File: src/rtl/sram_bridge_pkg.sv
// Shared types, constants and byte-lane helpers for the 16-bit bus to
// 8-bit asynchronous SRAM bridge.
package sram_bridge_pkg;

  typedef enum logic [1:0] {
    IDLE   = 2'd0,
    SETUP  = 2'd1,
    STROBE = 2'd2,
    ACK    = 2'd3
  } state_t;

  // Width of the wait-state counter (supports 0..15 extra strobe cycles).
  localparam int WAIT_W = 4;

  // First lane to service: the even byte goes before the odd byte.
  function automatic logic first_lane(input logic [1:0] sel);
    return sel[0] ? 1'b0 : 1'b1;
  endfunction

  // Pick the write byte that belongs to a lane.
  function automatic logic [7:0] lane_byte(input logic [15:0] data, input logic lane);
    return lane ? data[15:8] : data[7:0];
  endfunction

  // Force unselected lanes of a read word to zero.
  function automatic logic [15:0] mask_lanes(input logic [15:0] data, input logic [1:0] sel);
    return {(sel[1] ? data[15:8] : 8'h00), (sel[0] ? data[7:0] : 8'h00)};
  endfunction

endpackage

File: src/rtl/sram_bridge_if.sv
// CPU load/store bus: word-addressed request with byte lanes and a
// single-cycle acknowledge carrying read data.
interface sram_bridge_if;

  logic        m_access;
  logic [19:1] m_addr;
  logic        m_wr_en;
  logic [1:0]  m_bytesel;
  logic [15:0] m_wr_data;
  logic [15:0] m_rd_data;
  logic        m_ack;

  modport master (
    output m_access, m_addr, m_wr_en, m_bytesel, m_wr_data,
    input  m_rd_data, m_ack
  );

  modport slave (
    input  m_access, m_addr, m_wr_en, m_bytesel, m_wr_data,
    output m_rd_data, m_ack
  );

endinterface

File: src/rtl/sram_bridge.sv
// Bus responder turning each 16-bit request into zero, one or two byte
// cycles on an 8-bit asynchronous SRAM. Every output is registered from
// the next-state values, so strobes are glitch-free and line up exactly
// with the state they belong to.
module sram_bridge
  import sram_bridge_pkg::*;
#(
  parameter int WAIT_STATES = 1
) (
  input  logic         clk,
  input  logic         reset_n,
  input  logic         srst,
  sram_bridge_if.slave bus,
  output logic [19:0]  s_addr,
  output logic [7:0]   s_data_out,
  output logic         s_data_oe,
  input  logic [7:0]   s_data_in,
  output logic         s_ce_n,
  output logic         s_oe_n,
  output logic         s_we_n
);

  localparam logic [WAIT_W-1:0] WAIT_LAST = WAIT_W'(WAIT_STATES);

  state_t              state_r, state_s;
  logic [19:1]         addr_r, addr_s;
  logic                wr_r, wr_s;
  logic [1:0]          sel_r, sel_s;
  logic [15:0]         wdata_r, wdata_s;
  logic                lane_r, lane_s;
  logic [WAIT_W-1:0]   wait_r, wait_s;
  logic [15:0]         rd_r, rd_s;

  logic                ack_r, ack_s;
  logic [15:0]         rd_data_r, rd_data_s;
  logic [19:0]         s_addr_s;
  logic [7:0]          s_data_out_s;
  logic                s_data_oe_s, s_ce_n_s, s_oe_n_s, s_we_n_s;

  assign bus.m_ack     = ack_r;
  assign bus.m_rd_data = rd_data_r;

  // Next-state, lane sequencing, wait counting and read-byte capture.
  always_comb begin
    state_s = state_r;
    addr_s  = addr_r;
    wr_s    = wr_r;
    sel_s   = sel_r;
    wdata_s = wdata_r;
    lane_s  = lane_r;
    wait_s  = wait_r;
    rd_s    = rd_r;
    case (state_r)
      IDLE: begin
        if (bus.m_access) begin
          addr_s  = bus.m_addr;
          wr_s    = bus.m_wr_en;
          sel_s   = bus.m_bytesel;
          wdata_s = bus.m_wr_data;
          lane_s  = first_lane(bus.m_bytesel);
          wait_s  = {WAIT_W{1'b0}};
          if (!bus.m_wr_en) begin
            rd_s = 16'h0000;
          end else begin
            rd_s = rd_r;
          end
          if (bus.m_bytesel == 2'b00) begin
            state_s = ACK;
          end else begin
            state_s = SETUP;
          end
        end else begin
          state_s = IDLE;
        end
      end
      SETUP: begin
        wait_s  = {WAIT_W{1'b0}};
        state_s = STROBE;
      end
      STROBE: begin
        if (wait_r == WAIT_LAST) begin
          if (!wr_r) begin
            if (lane_r) begin
              rd_s[15:8] = s_data_in;
            end else begin
              rd_s[7:0] = s_data_in;
            end
          end else begin
            rd_s = rd_r;
          end
          if (!lane_r && sel_r[1]) begin
            lane_s  = 1'b1;
            state_s = SETUP;
          end else begin
            state_s = ACK;
          end
        end else begin
          wait_s = wait_r + 4'd1;
        end
      end
      ACK: begin
        state_s = IDLE;
      end
      default: begin
        state_s = IDLE;
      end
    endcase
  end

  // Output values for the coming cycle, derived from the next state.
  always_comb begin
    ack_s        = 1'b0;
    rd_data_s    = rd_data_r;
    s_addr_s     = s_addr;
    s_data_out_s = s_data_out;
    s_data_oe_s  = 1'b0;
    s_ce_n_s     = 1'b1;
    s_oe_n_s     = 1'b1;
    s_we_n_s     = 1'b1;
    case (state_s)
      SETUP, STROBE: begin
        s_addr_s = {addr_s, lane_s};
        s_ce_n_s = 1'b0;
        if (wr_s) begin
          s_data_oe_s  = 1'b1;
          s_data_out_s = lane_byte(wdata_s, lane_s);
          s_we_n_s     = (state_s == STROBE) ? 1'b0 : 1'b1;
        end else begin
          s_oe_n_s = 1'b0;
        end
      end
      ACK: begin
        ack_s = 1'b1;
        if (wr_s) begin
          rd_data_s = 16'h0000;
        end else begin
          rd_data_s = mask_lanes(rd_s, sel_s);
        end
      end
      IDLE: begin
        ack_s = 1'b0;
      end
      default: begin
        ack_s = 1'b0;
      end
    endcase
  end

  // FSM state and transaction context registers.
  always_ff @(posedge clk or negedge reset_n) begin
    if (!reset_n) begin
      state_r <= IDLE;
      addr_r  <= 19'h00000;
      wr_r    <= 1'b0;
      sel_r   <= 2'b00;
      wdata_r <= 16'h0000;
      lane_r  <= 1'b0;
      wait_r  <= {WAIT_W{1'b0}};
      rd_r    <= 16'h0000;
    end else if (srst) begin
      state_r <= IDLE;
      addr_r  <= 19'h00000;
      wr_r    <= 1'b0;
      sel_r   <= 2'b00;
      wdata_r <= 16'h0000;
      lane_r  <= 1'b0;
      wait_r  <= {WAIT_W{1'b0}};
      rd_r    <= 16'h0000;
    end else begin
      state_r <= state_s;
      addr_r  <= addr_s;
      wr_r    <= wr_s;
      sel_r   <= sel_s;
      wdata_r <= wdata_s;
      lane_r  <= lane_s;
      wait_r  <= wait_s;
      rd_r    <= rd_s;
    end
  end

  // Registered bus and SRAM pin outputs.
  always_ff @(posedge clk or negedge reset_n) begin
    if (!reset_n) begin
      ack_r      <= 1'b0;
      rd_data_r  <= 16'h0000;
      s_addr     <= 20'h00000;
      s_data_out <= 8'h00;
      s_data_oe  <= 1'b0;
      s_ce_n     <= 1'b1;
      s_oe_n     <= 1'b1;
      s_we_n     <= 1'b1;
    end else if (srst) begin
      ack_r      <= 1'b0;
      rd_data_r  <= 16'h0000;
      s_addr     <= 20'h00000;
      s_data_out <= 8'h00;
      s_data_oe  <= 1'b0;
      s_ce_n     <= 1'b1;
      s_oe_n     <= 1'b1;
      s_we_n     <= 1'b1;
    end else begin
      ack_r      <= ack_s;
      rd_data_r  <= rd_data_s;
      s_addr     <= s_addr_s;
      s_data_out <= s_data_out_s;
      s_data_oe  <= s_data_oe_s;
      s_ce_n     <= s_ce_n_s;
      s_oe_n     <= s_oe_n_s;
      s_we_n     <= s_we_n_s;
    end
  end

endmodule

File: src/flat_wrapper.sv
// flat-port wrapper written by rule: the top's interface ports become plain ports
module sram_bridge_flat import sram_bridge_pkg::*;
#(
  parameter int WAIT_STATES = 1
)
  (clk, reset_n, srst, s_addr, s_data_out, s_data_oe, s_data_in, s_ce_n, s_oe_n, s_we_n, bus_m_access, bus_m_addr, bus_m_wr_en, bus_m_bytesel, bus_m_wr_data, bus_m_rd_data, bus_m_ack);
  sram_bridge_if bus_i ();
  input  logic clk;
  input  logic reset_n;
  input  logic srst;
  output logic [19:0] s_addr;
  output logic [7:0] s_data_out;
  output logic s_data_oe;
  input  logic [7:0] s_data_in;
  output logic s_ce_n;
  output logic s_oe_n;
  output logic s_we_n;
  input wire logic [$bits(bus_i.m_access)-1:0] bus_m_access;
  input wire logic [$bits(bus_i.m_addr)-1:0] bus_m_addr;
  input wire logic [$bits(bus_i.m_wr_en)-1:0] bus_m_wr_en;
  input wire logic [$bits(bus_i.m_bytesel)-1:0] bus_m_bytesel;
  input wire logic [$bits(bus_i.m_wr_data)-1:0] bus_m_wr_data;
  output wire logic [$bits(bus_i.m_rd_data)-1:0] bus_m_rd_data;
  output wire logic [$bits(bus_i.m_ack)-1:0] bus_m_ack;
  assign bus_i.m_access = bus_m_access;
  assign bus_i.m_addr = bus_m_addr;
  assign bus_i.m_wr_en = bus_m_wr_en;
  assign bus_i.m_bytesel = bus_m_bytesel;
  assign bus_i.m_wr_data = bus_m_wr_data;
  assign bus_m_rd_data = bus_i.m_rd_data;
  assign bus_m_ack = bus_i.m_ack;
  sram_bridge #(.WAIT_STATES(WAIT_STATES)) u_core (.clk(clk), .reset_n(reset_n), .srst(srst), .bus(bus_i), .s_addr(s_addr), .s_data_out(s_data_out), .s_data_oe(s_data_oe), .s_data_in(s_data_in), .s_ce_n(s_ce_n), .s_oe_n(s_oe_n), .s_we_n(s_we_n));
endmodule
File: config.mk
export PLATFORM = sky130hd
export DESIGN_NAME = sram_bridge_flat
export DESIGN_NICKNAME = d
export VERILOG_FILES = /design/src/rtl/sram_bridge_pkg.sv /design/src/rtl/sram_bridge_if.sv /design/src/rtl/sram_bridge.sv /design/src/flat_wrapper.sv
export SDC_FILE = /design/constraint.sdc
export NUM_CORES = 1
export LEC_CHECK = 0
export BUFFER_PORTS_ARGS = -buffer_cell sky130_fd_sc_hd__buf_2
export CAP_MARGIN = 20
export CORE_MARGIN = 2
export CORE_UTILIZATION = 25
export DETAILED_ROUTE_END_ITERATION = 8
export PLACE_DENSITY = 0.5
export SLEW_MARGIN = 10
export SYNTH_ARGS = -nofsm -noshare
export SYNTH_HDL_FRONTEND = slang
export SYNTH_SLANG_ARGS = --single-unit
File: constraint.sdc
create_clock -name clk -period 5.3 [get_ports clk]
set_input_delay 1.06 -clock clk [delete_from_list [all_inputs] [get_ports clk]]
set_output_delay 1.06 -clock clk [all_outputs]
set_load 0.02 [all_outputs]
# After elaboration in Yosys (flattened, before gate mapping)
# Index checks and enable logic that the tools add are counted.
# op_classes
n_addsub	1
mul	0
n_div	0
order_cmp	0
n_eq_ne	9
n_shift	0
n_mux	60
bitwise_logic	0
n_reduce_logical	11
# ops
operator	n
$mux W16	11
$mux W8	8
$mux W19	3
$mux W20	2
$pmux W16 S2	1
$mux W1	21
$mux W2	8
$mux W4	3
$pmux W4 S3	1
$eq A2 B2 Y1 const B	4
$pmux W2 S4	1
$ne A3 B3 Y1 const B	2
$reduce_bool A2 Y1	3
$add A4 B1 Y4 const B	1
$eq A2 B1 Y1 const B	2
$eq A4 B1 Y1 const B	1
$logic_not A2 Y1	2
$reduce_bool A4 Y1	1
$reduce_and A3 Y1	1
$pmux W1 S2	1
$reduce_and A2 Y1	1
$reduce_or A2 Y1	1
$logic_and A1 B1 Y1	1
$logic_not A1 Y1	1
# totals
ff_bits	110
latchBits	0
ramBits	0
mem_bits_ro	0
in_bits	50
n_memories	0

# Depth between registers and ports, before layout
# depth
depth_word	10
mapped_depth	12
mapped_depth_nobuf	11

# Worst setup path after synthesis
# Ideal clock, no wire load.
# synth_timing
path_type	input-to-reg
startpoint	input bus_m_access
endpoint	register u_core.s_addr[11]
setup_time_ps	66
t_arrival_ps	3324
required_time_ps	5234
setup_slack_ps	1909
path_stages	10
n_path_buf	4
path_cell_list	nor3b_1 > clkbuf_1 > buf_2 > buf_2 > nor2_1 > ha_1 > inv_1 > nor2_1 > clkbuf_1 > a22o_1
# synth_between
elab_chain_len	5
# synth_lines
element	line_no	text
start, declared	flat_wrapper.sv:18	input wire logic [$bits(bus_i.m_access)-1:0] bus_m_access;
$mux W2	sram_bridge.sv:55	if (bus.m_access) begin
$pmux W2 S4	sram_bridge.sv:53	case (state_r)
$eq A2 B1 Y1 or $eq A2 B2 Y1 (tied branches)	sram_bridge.sv:120	case (state_s)
$reduce_or A2 Y1	sram_bridge.sv:120	
$reduce_bool A2 Y1 (no source line)	-	
end signal, assigned	sram_bridge.sv:204	s_addr <= s_addr_s;
end, declared	sram_bridge.sv:14	output logic [19:0] s_addr,
# Several ways; a longest one is shown, not always the timed one. The select of a mux whose other input is x is not followed.
# A chain may end at the register's enable or synchronous reset.

# Worst setup path in the final report
# layout_timing
startpoint	register u_core.wait_r[1]
endpoint	register u_core.s_data_out[3]
# layout_between
elab_chain_len	7
# layout_lines
element	line_no	text
start, declared	sram_bridge.sv:31	logic [WAIT_W-1:0] wait_r, wait_s;
start signal, assigned	sram_bridge.sv:158	wait_r <= {WAIT_W{1'b0}};
start signal, assigned	sram_bridge.sv:167	wait_r <= {WAIT_W{1'b0}};
start signal, assigned	sram_bridge.sv:176	wait_r <= wait_s;
$eq A4 B1 Y1 *	sram_bridge.sv:81	if (wait_r == WAIT_LAST) begin
$mux W2 or $mux W1 (tied branches)	sram_bridge.sv:81	
$pmux W2 S4 or $pmux W1 S2 (tied branches)	sram_bridge.sv:53	
$eq A2 B1 Y1, or another cell as far along	sram_bridge.sv:120	
$reduce_or A2 Y1 or $mux W8 (tied branches)	sram_bridge.sv:120, sram_bridge.sv:124	
$reduce_bool A2 Y1 (no source line) or $mux W8 (tied branches)	-	
$reduce_and A2 Y1 (no source line) or $mux W8 (tied branches)	-	
end signal, assigned	sram_bridge.sv:205	s_data_out <= s_data_out_s;
end, declared	sram_bridge.sv:15	output logic [7:0] s_data_out,
# Every way passes the cells marked *; elsewhere a longest branch is shown, timed or not. The select of a mux whose other input is x is not followed.

==> metrics.sh <==
RUN_STATUS='finished, final reports clean'
SYNTH.DISTINCT_CELLS=35
SETUP_TOTAL_NEGATIVE_SLACK_NS=0
CLOCK_PATH_BUFFERS=2
AREA_ADDED_BETWEEN_SYNTHESIS_AND_FINISH_PCT=23.15
END_KIND='flop'
IO_BUFFERS=98
CP_DATA_REQUIRED_TIME_NS=5.56
DP_CELLS=701
STARTPOINT_TYPE='flop'
WORST_HOLD_PATH.NUM_CELLS=2
POWER-PER-CELL-AREA_nW_PER_UM2=337.2
WORST_HOLD_SLACK_AFTER_FINAL_LAYOUT_NS=0.4866
FINAL.SETUP_SKEW_NS=0.008119
ROUTE.DETAILED.DRC=0
MAXIMUM_NUMBER_OF_PINS_ON_ONE_NET_BEFORE_GLOBAL_ROUTE_REPAIR=77
FIN_TOTAL_PWR_mW=1.829
LAYOUT_COMMONEST_CELL='sky130_fd_sc_hd__dfrtp_1'
LAYOUT.CELLS.MOST_COMMON_LIST='107 x sky130_fd_sc_hd__dfrtp_1, 97 x sky130_fd_sc_hd__buf_2, 66 x sky130_fd_sc_hd__nand2_1'
GR-TOTAL-OVERFLOW=0
AVGSYNTHCELLAREA_UM2=11.21
TIMING_MAX_TRANSITION_VIOLATIONS_FINAL=0
TRITONCTS='yes'
SYNTHESIS.INSTANCES=393
CTS.HTREE.LEVELS=3
R2R_CELLS=10
CRIT-REG2REG-CAPTURE='u_core.s_data_out[3]'
DRIVE_GT1_FRAC=0.2561
P_LEAK_nW=2.667
TOTAL_NETS_AFTER_SYNTHESIS=447
GRT_FIRST_PASS_WIRELENGTH_UM=18170
GRT_SETUP_UNREPAIRED='false'
DRT-INITIAL-DRC-COUNT=189
SYNTH_ASYNC_SR_FLOP_SHARE=1.000
FLOORPLAN_DIE_HEIGHT_UM=136.7
WORSTMARGINPINSLEW_NS=0.9698
CRITPATHMAXFANOUT=23
CLOCK_SINK_COUNT=110
FLOORPLAN.INITIALDENSITY=0.2555
CTS_REPAIR_RESIZE_COUNT=0
POST_CTS_HOLD_FIX_BUFS=0
MAX-VDD-IR-DROP_V=0.0001389
FIN_CRIT_NS=3.156
POST-CTS-SETUP-BUFFER-COUNT=0
SYNTH-EDFF-COUNT=0
MAX_FREQ_MHz=316.9
SYNTH.CELL_AREA_UM2=4404
NUM-FILL-CELLS=1763
FLOORPLAN.CORE_AREA_UM2=17240
GLOBAL_ROUTE.USAGE.TOTAL=0.1279
LAYOUT.CELLS.NON_FILLER=717
DIODES=0
WIRELENGTH_UM=11170
WORST_SKEW_PAIR.LATE_LATENCY_NS=0.36
DESIGN.PORTCOUNT=99
DPL.HPWL_UM=7741
FINALCRITPERIODSHARE=0.5955
CLK_ROOT_BUFFER_CELL='sky130_fd_sc_hd__clkbuf_16'
REGTOREGSETUPSLACK_NS=2.14
POSTROUTEANTENNANETS=0
FINAL-SETUP-VIOL-COUNT=0
DETAILEDROUTE.FIRSTPASSITERATIONCOUNT=4
VIA_COUNT_OF_THE_FIRST_GLOBAL_ROUTING_PASS=3365
WL_PER_CELL_UM=15.58
SYNTH_FLOP_CELL='sky130_fd_sc_hd__dfrtp_1'
CLK_TRANSITION_REPORTED_PATHS_NS=0.08
CAP_VIOL_MAX_COUNT=0
VIA_PER_INST=4.565
GPL.FINAL_WEIGHTED_CONGESTION=0.7370
ANTENNA_FOUND_INITIAL=0
FLOORPLAN.ROWS=48
WORST_HOLD_PATH.ENDPOINT='u_core.bus.m_rd_data[14]'
TIMING.FINAL.HOLD_VIOLATIONS=0
HOLD_PATH_STARTPOINT='u_core.bus.m_rd_data[14]'
CTS_INSERTED_BUFFERS=9
ROUTED-VIA-COUNT=3273
HP-CLASS='reg -> reg'
FINAL_NET_COUNT=541
SLEW_HEADROOM=0.3535
R2R_START='u_core.wait_r[1]'
TIMING_WORST_SETUP_PATH_TYPE='reg -> reg'
DIE_WIDTH_UM=136.7
SYNTH-WARNING-COUNT=0
CRITICAL_PATH_ARRIVAL_NS=3.42
FP.DIEAREA_UM2=18700
YOSYS_REGISTER_BITS=110
SYNTH_SEQUENTIAL_AREA_RATIO=0.6259
-- Yosys cell counts, types with 2 or more instances --
master | instances | area, um2
sky130_fd_sc_hd__or3b_1 | 2 | 17.52
sky130_fd_sc_hd__o21ai_1 | 17 | 85.08
sky130_fd_sc_hd__nor2_1 | 43 | 161.4
sky130_fd_sc_hd__o221ai_1 | 8 | 70.07
sky130_fd_sc_hd__clkbuf_1 | 13 | 48.80
sky130_fd_sc_hd__nor2b_1 | 3 | 18.77
sky130_fd_sc_hd__mux2i_1 | 34 | 340.3
sky130_fd_sc_hd__buf_1 | 2 | 7.510
sky130_fd_sc_hd__dfstp_2 | 3 | 78.83
sky130_fd_sc_hd__a21oi_1 | 24 | 120.1
sky130_fd_sc_hd__nand3_1 | 12 | 60.06
sky130_fd_sc_hd__nand2_1 | 66 | 247.7
sky130_fd_sc_hd__buf_2 | 3 | 15.01
sky130_fd_sc_hd__a22o_1 | 19 | 166.4
sky130_fd_sc_hd__inv_1 | 6 | 22.52
sky130_fd_sc_hd__ha_1 | 4 | 50.05
sky130_fd_sc_hd__nor3_1 | 2 | 10.01
sky130_fd_sc_hd__a211o_1 | 2 | 17.52
sky130_fd_sc_hd__dfrtp_1 | 107 | 2678
sky130_fd_sc_hd__o21ai_0 | 4 | 20.02
sky130_fd_sc_hd__nor3b_1 | 5 | 37.54
-- power breakdown --
part / total, mW / switching (mW) / internal (mW) / leakage [nW]
Combinational: 0.260 / 0.175 / 0.0848 / 1.03
Clock: 0.656 / 0.319 / 0.337 / 0.134
Sequential: 0.913 / 0.0263 / 0.886 / 1.50
-- flip-flops by register name, indices dropped and copies added, names as in the netlist, 2 cells and up --
| name | flops |
|---|---|
| u_core.s_addr | 20 |
| u_core.addr_r | 19 |
| u_core.bus.m_rd_data | 16 |
| u_core.rd_r | 16 |
| u_core.wdata_r | 16 |
| u_core.s_data_out | 8 |
| u_core.wait_r | 4 |
| u_core.sel_r | 2 |
| u_core.state_r | 2 |
-- cells by family after synthesis --
| logic type | Yosys count | share of synthesized area |
|---|---|---|
| buffers and inverters | 26 | 0.02557 |
| adders and majority gates | 4 | 0.01136 |
| AOI/OAI and AO/OA | 80 | 0.1207 |
| DFF | 110 | 0.6259 |
| and+or+nand+nor | 138 | 0.1367 |
| muxes | 35 | 0.07983 |
-- metal layers --
metal / up-vias / GRT usage / routed length [um]
met1: 1631 / 0.1718 / 5317
met3: 15 / 0.03370 / 557
met4: 0 / 0.05787 / 240
met5: - / 0 / 0
met2: 82 / 0.1931 / 5059
li1: 1545 / - / -
-- how the worst max path moves through the flow --
stage	startpoint	cells past startpoint	slack, ns	endpoint
6_report	u_core.wait_r[1]	10	2.14	u_core.s_data_out[3]
5_1_grt	u_core.wait_r[1]	11	1.89	u_core.s_data_out[5]
4_1_cts	u_core.wait_r[1]	9	1.90	u_core.s_addr[6]
3_5_place_dp	bus_m_bytesel[0]	8	1.69	u_core.s_addr[18]
3_3_place_gp	bus_m_bytesel[0]	8	1.82	u_core.s_addr[2]
2_1_floorplan	bus_m_access	10	1.91	u_core.s_addr[11]
-- final cells by class --
type | instances | area [um2] | area share
Clock buffer | 11 | 242.7 | 0.04475
Inverter | 6 | 22.52 | 0.004152
Sequential cell | 110 | 2756 | 0.5082
Multi-Input combinational cell | 257 | 1543 | 0.2844
Tap cell | 225 | 281.5 | 0.05190
Clock inverter | 5 | 43.79 | 0.008074
Timing Repair Buffer | 103 | 534.3 | 0.09850
-- worst max-delay path: stages, from the launching register on --
cell	delay [ns]
sky130_fd_sc_hd__dfrtp_1	0.41
sky130_fd_sc_hd__inv_1	0.06
sky130_fd_sc_hd__ha_1	0.13
sky130_fd_sc_hd__or3b_1	0.47
sky130_fd_sc_hd__nor2_1	0.15
sky130_fd_sc_hd__nor2_1	0.08
sky130_fd_sc_hd__ha_1	0.37
sky130_fd_sc_hd__inv_1	0.55
sky130_fd_sc_hd__nand2_1	0.16
sky130_fd_sc_hd__a211o_1	0.44
sky130_fd_sc_hd__o221ai_1	0.23
-- per-stage QoR --
| stage | cell area [um2] | utilization | setup slack [ns] |
|---|---|---|---|
| finish | 5424 | 0.3147 | 2.144 |
| global route | 5424 | 0.3147 | 1.886 |
| CTS | 5421 | 0.3145 | 1.898 |
| detailed placement | 5135 | 0.2979 | 1.693 |
| global placement | 5124 | 0.2973 | 1.820 |
| floorplan | 4404 | - | 1.909 |
(Power assumes the default switching activity.)
